===== src/rtl/row_converter_pkg.sv =====
// Shared types and constants for the 8x8 LED-matrix row converter.
// Build option: ROW_CONVERTER_ACTIVE_LOW_EN selects common-anode (inverted) drive.
package row_converter_pkg;

    localparam int GRID_SIZE = 8;
    localparam int COORD_W   = 3;

    typedef logic [COORD_W-1:0]   coord_t;
    typedef logic [GRID_SIZE-1:0] row_t;

`ifdef ROW_CONVERTER_ACTIVE_LOW_EN
    localparam row_t ROW_IDLE = 8'hFF;
`else
    localparam row_t ROW_IDLE = 8'h00;
`endif

    // Map a logical lit-pattern (1 = LED on) to the physical drive level.
    function automatic row_t drive_level(input row_t lit);
`ifdef ROW_CONVERTER_ACTIVE_LOW_EN
        return ~lit;
`else
        return lit;
`endif
    endfunction

endpackage


===== src/rtl/onehot_dec3.sv =====
// Combinational 3-bit to 8-bit one-hot decoder.
module onehot_dec3
    import row_converter_pkg::*;
(
    input  logic [2:0] sel_i,
    output logic [7:0] onehot_o
);

    // Full decode so no input value can leave the output undriven.
    always_comb begin
        case (sel_i)
            3'd0:    onehot_o = 8'h01;
            3'd1:    onehot_o = 8'h02;
            3'd2:    onehot_o = 8'h04;
            3'd3:    onehot_o = 8'h08;
            3'd4:    onehot_o = 8'h10;
            3'd5:    onehot_o = 8'h20;
            3'd6:    onehot_o = 8'h40;
            3'd7:    onehot_o = 8'h80;
            default: onehot_o = 8'h00;
        endcase
    end

endmodule


===== src/rtl/row_converter.sv =====
// Converts one (x, y) cell coordinate into eight registered row patterns, one LED lit.
// Build option: ROW_CONVERTER_ACTIVE_LOW_EN inverts every output bit and the reset value.
module row_converter
    import row_converter_pkg::*;
(
    input  logic       clk,
    input  logic       rst_n,
    input  logic [2:0] coordinate_x,
    input  logic [2:0] coordinate_y,
    output logic [7:0] row1,
    output logic [7:0] row2,
    output logic [7:0] row3,
    output logic [7:0] row4,
    output logic [7:0] row5,
    output logic [7:0] row6,
    output logic [7:0] row7,
    output logic [7:0] row8
);

    row_t                  col_s;
    row_t                  sel_s;
    row_t [GRID_SIZE-1:0]  rows_d;
    row_t [GRID_SIZE-1:0]  rows_q;

    onehot_dec3 u_col_dec (
        .sel_i    (coordinate_x),
        .onehot_o (col_s)
    );

    onehot_dec3 u_row_dec (
        .sel_i    (coordinate_y),
        .onehot_o (sel_s)
    );

    // Gate the column pattern onto the selected row only.
    always_comb begin
        rows_d = '0;
        for (int k = 0; k < GRID_SIZE; k++) begin
            rows_d[k] = drive_level(col_s & {GRID_SIZE{sel_s[k]}});
        end
    end

    // Output registers; reset forces every row to the idle level.
    always_ff @(posedge clk or negedge rst_n) begin
        if (!rst_n) begin
            rows_q <= {GRID_SIZE{ROW_IDLE}};
        end else begin
            rows_q <= rows_d;
        end
    end

    assign row1 = rows_q[0];
    assign row2 = rows_q[1];
    assign row3 = rows_q[2];
    assign row4 = rows_q[3];
    assign row5 = rows_q[4];
    assign row6 = rows_q[5];
    assign row7 = rows_q[6];
    assign row8 = rows_q[7];

endmodule


===== config.mk =====
export PLATFORM = sky130hd
export DESIGN_NAME = row_converter
export DESIGN_NICKNAME = d
export VERILOG_FILES = /design/src/rtl/row_converter_pkg.sv /design/src/rtl/onehot_dec3.sv /design/src/rtl/row_converter.sv
export SDC_FILE = /design/constraint.sdc
export NUM_CORES = 1
export LEC_CHECK = 0
export CELL_PAD_IN_SITES_DETAIL_PLACEMENT = 0
export CELL_PAD_IN_SITES_GLOBAL_PLACEMENT = 2
export CORE_MARGIN = 5
export CORE_UTILIZATION = 25
export DETAILED_ROUTE_END_ITERATION = 7
export MAX_ROUTING_LAYER = met4
export PLACE_DENSITY = 0.73
export SLEW_MARGIN = 20
export SYNTH_ARGS = -nofsm -noshare
export SYNTH_HDL_FRONTEND = slang
export SYNTH_SLANG_ARGS = --single-unit

===== constraint.sdc =====
create_clock -name clk -period 1.05 [get_ports clk]
set_input_delay 0.105 -clock clk [delete_from_list [all_inputs] [get_ports clk]]
set_output_delay 0.105 -clock clk [all_outputs]
set_load 0.005 [all_outputs]

== After elaboration in Yosys (flattened, before gate mapping) ==
Memories as Yosys holds them, arrays and structs flattened.
Cells that the tools add are included.

* Bitwise gates (word level): 8

{| class="wikitable"
|+ Operators with widths
! cell !! number
|-
| $and 8x8->8 || 8
|}

* Register bits: 64
* Output and inout bits: 64
* Memory bits (read-only): 128
* Memories kept: 2
* Word-level logic and storage cells: 18
* Bits of input ports: 8

{| class="wikitable"
|+ Memory list
! name !! depth !! width !! read ports !! clocked after memory_dff !! write ports !! RTL line !! text
|-
| (no name shown) || 8 || 8 || 1 || 0 || 0 || onehot_dec3.sv:11 || <nowiki>case (sel_i)</nowiki>
|-
| (no name shown) || 8 || 8 || 1 || 0 || 0 || onehot_dec3.sv:11 ||
|}

== Longest topological paths before layout ==
Gate-level depths: netlist (run 1).
An unclocked memory read counts as a cell.

* Depth in word-level cells: 2
* Mapped depth: 4
* Gate-level depth less buffers: 2

== Cells and area by module ==
From an unflattened synthesis (run 1), not the netlist that was laid out.

* Cell total of the unflattened synthesis: 144
* Area total of the unflattened synthesis: 2132.0 sq um

{| class="wikitable"
|+ Modules (own cells, without submodules)
! module !! instances !! seq. area each (sq um) !! cells each !! area each (sq um)
|-
| row_converter || 1 || 1601.5 || 128 || 2001.9
|-
| onehot_dec3 || 2 || 0.0 || 8 || 65.1
|}

== Worst setup path before layout (run 1) ==
OpenSTA, ideal clock, no wires.

* Path kind: input port to flip-flop
* Start: input coordinate_y[0]
* End: register rows_q, in the netlist row3[3]
* Data required time: 978 ps
* Library setup time: 72 ps
* Path buffers: 1
* Slack: 127 ps
* Arrival time: 851 ps
* Stages on the path: 3
* Path through: clkbuf_1 -> or4b_4 -> nor2_1

{| class="wikitable"
|+ RTL lines
! item !! RTL line !! text
|-
| start: declaration || row_converter.sv:9 || <nowiki>input logic [2:0] coordinate_y,</nowiki>
|-
| end signal: assignment || row_converter.sv:46 || <nowiki>rows_q <= {GRID_SIZE{ROW_IDLE}};</nowiki>
|-
| end signal: assignment || row_converter.sv:48 || <nowiki>rows_q <= rows_d;</nowiki>
|-
| end: declaration || row_converter.sv:23 || <nowiki>row_t [GRID_SIZE-1:0] rows_q;</nowiki>
|}

== Worst setup path after layout (run 1) ==
* Start: register rows_q, in the netlist row6[4]
* End: output row6[4]

{| class="wikitable"
|+ RTL lines
! item !! RTL line !! text
|-
| end: declaration || row_converter.sv:15 || <nowiki>output logic [7:0] row6,</nowiki>
|}

No word-level cell between the ends.

==> results of run 1 <==
[cells in the mapped netlist]
master,number,area (µm²)
or4_4,1,11.3
nand2b_1,2,12.5
nand2_1,1,3.75
clkbuf_1,11,41.3
nor2_1,64,240
or4b_4,1,13.8
or4b_1,3,30.0
nand4_1,1,6.26
dfrtp_1,64,1600
nand4bb_1,6,67.6
or2_2,1,6.26
nand4b_1,4,35.0
[what timing repair did]
item,CTS,global route
endpoints found under the setup margin,76,53
pin swaps,1,1
resized for setup,134,32
cloned,0,0
hold buffers,1,0
endpoints found under the hold margin,64,0
[tightest hold or removal path: stages]
cell	delay [ns]
dlymetal6s2s_1	0.18
or4b_4	0.18
nor2_1	0.04
[where the power goes]
| part | internal (mW) | switching [mW] | total [mW] |
|---|---|---|---|
| registers | 2.49 | 0.00675 | 2.50 |
| clock network | 1.16 | 0.905 | 2.06 |
| logic | 0.119 | 0.172 | 0.291 |
[metal layers]
layer | up-vias | share of wire
li1 | 677 | -
met1 | 709 | 0.43
met2 | 47 | 0.48
met3 | 10 | 0.061
met4 | 0 | 0.024
met5 | - | 0
[cells by family after synthesis]
kind of cell | after synthesis | share of synthesized area
buffers and inverters | 11 | 0.0200
AND/OR/NAND/NOR | 84 | 0.206
flip-flops | 64 | 0.774
[area by class of cell]
cell class,instances,area share
clock buffers,11,0.0460
well taps,105,0.0427
multi-input cells,84,0.144
repair buffers,87,0.228
clock inverters,5,0.0183
flip-flops and latches,64,0.521
[metrics by stage]
stage               setup WS, ns  cells  TNS, ns
finish                    0.0425    356        0
global route            0.000187    356        0
CTS                      -0.0121    356  -0.0121
detailed placement        -0.429    339   -19.67
global placement          -0.423    339   -19.39
floorplan                  0.127    159        0
[state kept, by name (all words and copies together) (netlist names)]
| signal | flops |
|---|---|
| row3 | 8 |
| row1 | 8 |
| row5 | 8 |
| row4 | 8 |
| row6 | 8 |
| row8 | 8 |
| row7 | 8 |
| row2 | 8 |
[path summary, 6_finish.rpt]
kind | startpoint | to | slack [ns] | cells after the start
max | row6[4] | row6[4] | 0.04 | 1
min | coordinate_y[0] | row3[1] | 0.21 | 3
max in group asynchronous | rst_n | row4[0] | 0.47 | 3
min in group asynchronous | rst_n | row3[4] | 0.31 | 3
==> out/metrics.csv, run 1 <==
stage,metric,value,unit
critical_path,slowest_delay,0.37,ns
drt,vias_per_cell,4.05,
floorplan,core_area,8130,µm²
floorplan,start_util,0.254,
yosys,synth.distinct_cells,12,
min_path,hp-class,in2reg,
yosys,syn_inst,159,
layout,design_area,3080,µm²
critical_path,crit_path_start_kind,flop,
critical_path,path_buf_inv,1,
floorplan,die_w,101,µm
power,vdd_drop_max,571,µV
floorplan,die_h,101,µm
cts,cts_tree,done,
global_route,grt_start_max_net_pins,65,
critical_path,crit_fanout,1,
drt,route.detailed.drc,0,
layout,nets,254,
layout,multiInputGateArea,443,µm²
sta,setup_viol,0,
critical_path,cp-end-kind,output port,
placed_design,dp_hpwl,3580,µm
power,leakagePower,1.54,nW
yosys,ys_seq_elements,64,
cts,cts_buffers,9,
floorplan,dieArea,10200,µm²
global_route,met2_usage,0.168,
power,total_power,4.85,mW
cts,cts-root-buf,clkbuf_8,
sta,hold_ws,0.207,ns
drt,via_count,1443,
drt,routed_wl,5050,µm
power,p_per_area,1580,nW/µm²
yosys,syn_area,2070,µm²
cts,cts_setup_buffers,0,
floorplan,ioPinCount,72,
sta,rsz0062_at_grt,no,
status,status,"finished, final reports clean",
layout,seq_area,1600,µm²
placed_design,placed_area,3000,µm²
drt,drtIter0Drc,35,
sta,finalMaxSlewViolations,0,
layout,diodes,0,
sta,finalCriticalPeriod,1.01,ns
yosys,yosysSeqAreaShare,0.774,
drt,ant_nets,0,
yosys,synth_area_per_cell,13.0,µm²
global_route,grt_most_used_layer,met2,
sta,max_freq,993,MHz
critical_path,worstSetupPathType,reg2out,
global_route,grtUsageMet3,0.0311,
layout,final_cell_mix,"nor2_1, dfrtp_1, clkdlybuf4s15_1",
global_route,grt_usage,0.111,
critical_path,path_cells,clkdlybuf4s15_1,
critical_path,worst_ep_arrival_time,0.90,ns
critical_path,cp_data_required_time,0.94,ns
global_route,grt_util_met1,0.136,
sta,period_share,0.960,
job,cap_violations,0,
yosys,yosys_warnings,0,
yosys,synth_fp_nets,167,
floorplan,fp-row-count,33,
sta,hold_violations,0,
cts,clk_pin_slew,0.07,ns
critical_path,slowest_stage,dfrtp_1,
drt,first_pass_iters,4,
layout,areaGrowthSynthToFinish,48.6,%
drt,routedWlPerCell,14.2,µm
global_route,antenna_found_initial,0,
sta,worstMarginPinSlew,0.379,ns
global_route,gr-total-overflow,0,
cts,numClockSinks,64,
layout,post-route-util,0.378,
sta,relSlewSlack,0.747,
placed_design,place_congestion,0.704,
critical_path,crit_family,flip-flops,
cts,htree_levels,3,
global_route,grt_pass1_wl,8090,µm
layout,drive_above_1_share,0.271,
placed_design,io_buffer_count,71,
cts,max-clock-path-buffers,2,
global_route,grt_pass1_vias,1495,
layout,fill_cells,828,
(Power assumes the default switching activity.)
==> run 2, diff against run 1 <==
CORE_ASPECT_RATIO = 0.8   (was not set)
==> run 2 against run 1 <==
Critical path type unchanged. Via count up 2.6%. First-iteration DRC count up 57%. Largest cell class unchanged. Sequential cell count unchanged. Non-clock buffer count down 1.
==> out/metrics.csv, run 2 (synthesized netlist as in run 1, its figures left out) <==
stage,metric,value,unit,change
floorplan,dieArea,10200,µm²,+0.11%
critical_path,crit_path_start_kind,flop,,
floorplan,core_area,8020,µm²,-1.4%
min_path,hold_depth,3,,unchanged
drt,dr_wl_met3,362,µm,+17%
cts,cts-root-buf,clkbuf_8,,
critical_path,slowest_stage,dfrtp_1,,
layout,final_cell_mix,"nor2_1, dfrtp_1, clkbuf_2",,
placed_design,io_buffer_count,71,,unchanged
layout,fin_cells,357,,+0.28%
critical_path,path_buf_inv,1,,unchanged
layout,areaGrowthSynthToFinish,43.8,%,
global_route,antenna_found_initial,0,,unchanged
sta,period_share,0.962,,+0.00283
min_path,hp-start,coordinate_y[1],,
global_route,grt_pass1_wl,8830,µm,+9.2%
floorplan,ioPinCount,72,,unchanged
critical_path,cp-end-kind,output port,,
global_route,gr-total-overflow,0,,unchanged
min_path,hp-class,in2reg,,
sta,relSlewSlack,0.763,,+0.0160
placed_design,place_congestion,0.687,,-2.5%
critical_path,path_cells,clkdlybuf4s15_1,,
floorplan,die_w,112,µm,+11%
critical_path,worstSetupPathType,reg2out,,
power,p_per_area,1550,nW/µm²,-1.6%
drt,routedWlPerCell,14.9,µm,+4.8%
critical_path,slowest_delay,0.37,ns,about the same
sta,setup_viol,0,,unchanged
drt,routed_wl,5310,µm,+5.1%
power,vdd_drop_max,812,µV,+42%
cts,cts_tree,done,,
layout,multiInputGateArea,438,µm²,-1.1%
critical_path,crit_family,flip-flops,,
sta,worstMarginPinSlew,0.355,ns,-0.0239 ns
cts,clk_pin_slew,0.06,ns,about the same
cts,max-clock-path-buffers,2,,unchanged
floorplan,fp-row-count,29,,-12%
sta,finalCriticalPeriod,1.01,ns,+0.00298 ns
drt,first_pass_iters,4,,unchanged
sta,rsz0062_at_grt,no,,
global_route,grt_usage,0.117,,+0.00622
critical_path,worst_ep_arrival_time,0.91,ns,about the same
global_route,grt_start_max_net_pins,65,,unchanged
cts,numClockSinks,64,,unchanged
sta,hold_violations,0,,unchanged
sta,max_freq,990,MHz,-0.29%
drt,vias_per_cell,4.15,,+2.3%
layout,diodes,0,,unchanged
placed_design,dp_hpwl,3620,µm,+0.95%
status,status,"finished, final reports clean",,
min_path,hold_path_end,row5[0],,
cts,cts_buffers,9,,unchanged
layout,seq_area,1600,µm²,unchanged
cts,cts_setup_buffers,0,,unchanged
global_route,grt_pass1_vias,1618,,+8.2%
layout,post-route-util,0.371,,-0.00690
layout,nets,253,,-0.39%
sta,finalMaxSlewViolations,0,,unchanged
floorplan,die_h,91.4,µm,-9.5%
layout,drive_above_1_share,0.309,,+0.0383
drt,drtIter0Drc,55,,+57%
power,leakagePower,1.54,nW,about the same
placed_design,placed_cells,341,,+0.59%
critical_path,crit_fanout,1,,unchanged
drt,via_count,1480,,+2.6%
layout,fill_cells,827,,-0.12%
drt,met1_length,2420,µm,+11%
drt,route.detailed.drc,0,,unchanged
drt,ant_nets,0,,unchanged
drt,dr.max_layer_used,met4,,
job,cap_violations,0,,unchanged
drt,route.met2.wl,2450,µm,+0.41%
cts,htree_levels,3,,unchanged
floorplan,start_util,0.258,,+0.00365
critical_path,cp_data_required_time,0.94,ns,about the same
==> run 2: what timing repair did <==
action,CTS,global route
setup endpoints to repair,76,85
endpoints found under the hold margin,64,0
pin swaps,0,3
resized for setup,143,42
hold buffers,1,0
==> run 2: how the worst max path moves through the flow <==
stage,startpoint,to,slack (ns),cells past startpoint
6_report,row3[5],row3[5],0.04,1
3_5_place_dp,coordinate_y[0],row2[3],-0.41,3
5_1_grt,row5[6],row5[6],0.001,1
2_1_floorplan,coordinate_y[0],row3[3],0.13,3
4_1_cts,coordinate_x[2],row2[3],-0.02,3
3_3_place_gp,coordinate_y[0],row1[7],-0.38,3
==> run 2: metrics by stage <==
stage               total power [mW]  TNS (ns)  cell area, µm²  hold slack [ns]  worst slack, ns
floorplan                       2.64         0            2070           -0.191            0.127
global placement                2.85    -20.44            2990            0.141           -0.385
detailed placement              2.85    -21.23            2990            0.147           -0.408
CTS                             4.72    -0.104            3140            0.311          -0.0220
global route                    4.83         0            2980            0.237          0.00119
finish                          4.62         0            2980            0.239           0.0395
==> run 2: metal layers <==
metal / up-vias / global-route usage
li1: 672 / -
met1: 747 / 0.142
met2: 51 / 0.174
met3: 10 / 0.0505
met4: 0 / 0.0456
met5: - / -
==> run 2: layout make-up <==
| type | instances | share of cell area |
|---|---|---|
| clock buffers | 12 | 0.0521 |
| flip-flops and latches | 64 | 0.538 |
| multi-input cells | 84 | 0.147 |
| well taps | 108 | 0.0454 |
| clock inverters | 3 | 0.00588 |
| repair buffers | 86 | 0.211 |
==> run 2: where the power goes <==
| part | switching [mW] | internal [mW] |
|---|---|---|
| logic | 0.172 | 0.111 |
| clock network | 0.874 | 0.964 |
| registers | 0.00715 | 2.49 |
| total | 1.05 | 3.56 |
==> run 3, diff against run 2 <==
CORE_ASPECT_RATIO = not set   (was 0.8)
==> results of run 3 <==
The final DEF is identical to that of run 1; final timing and power are the same.
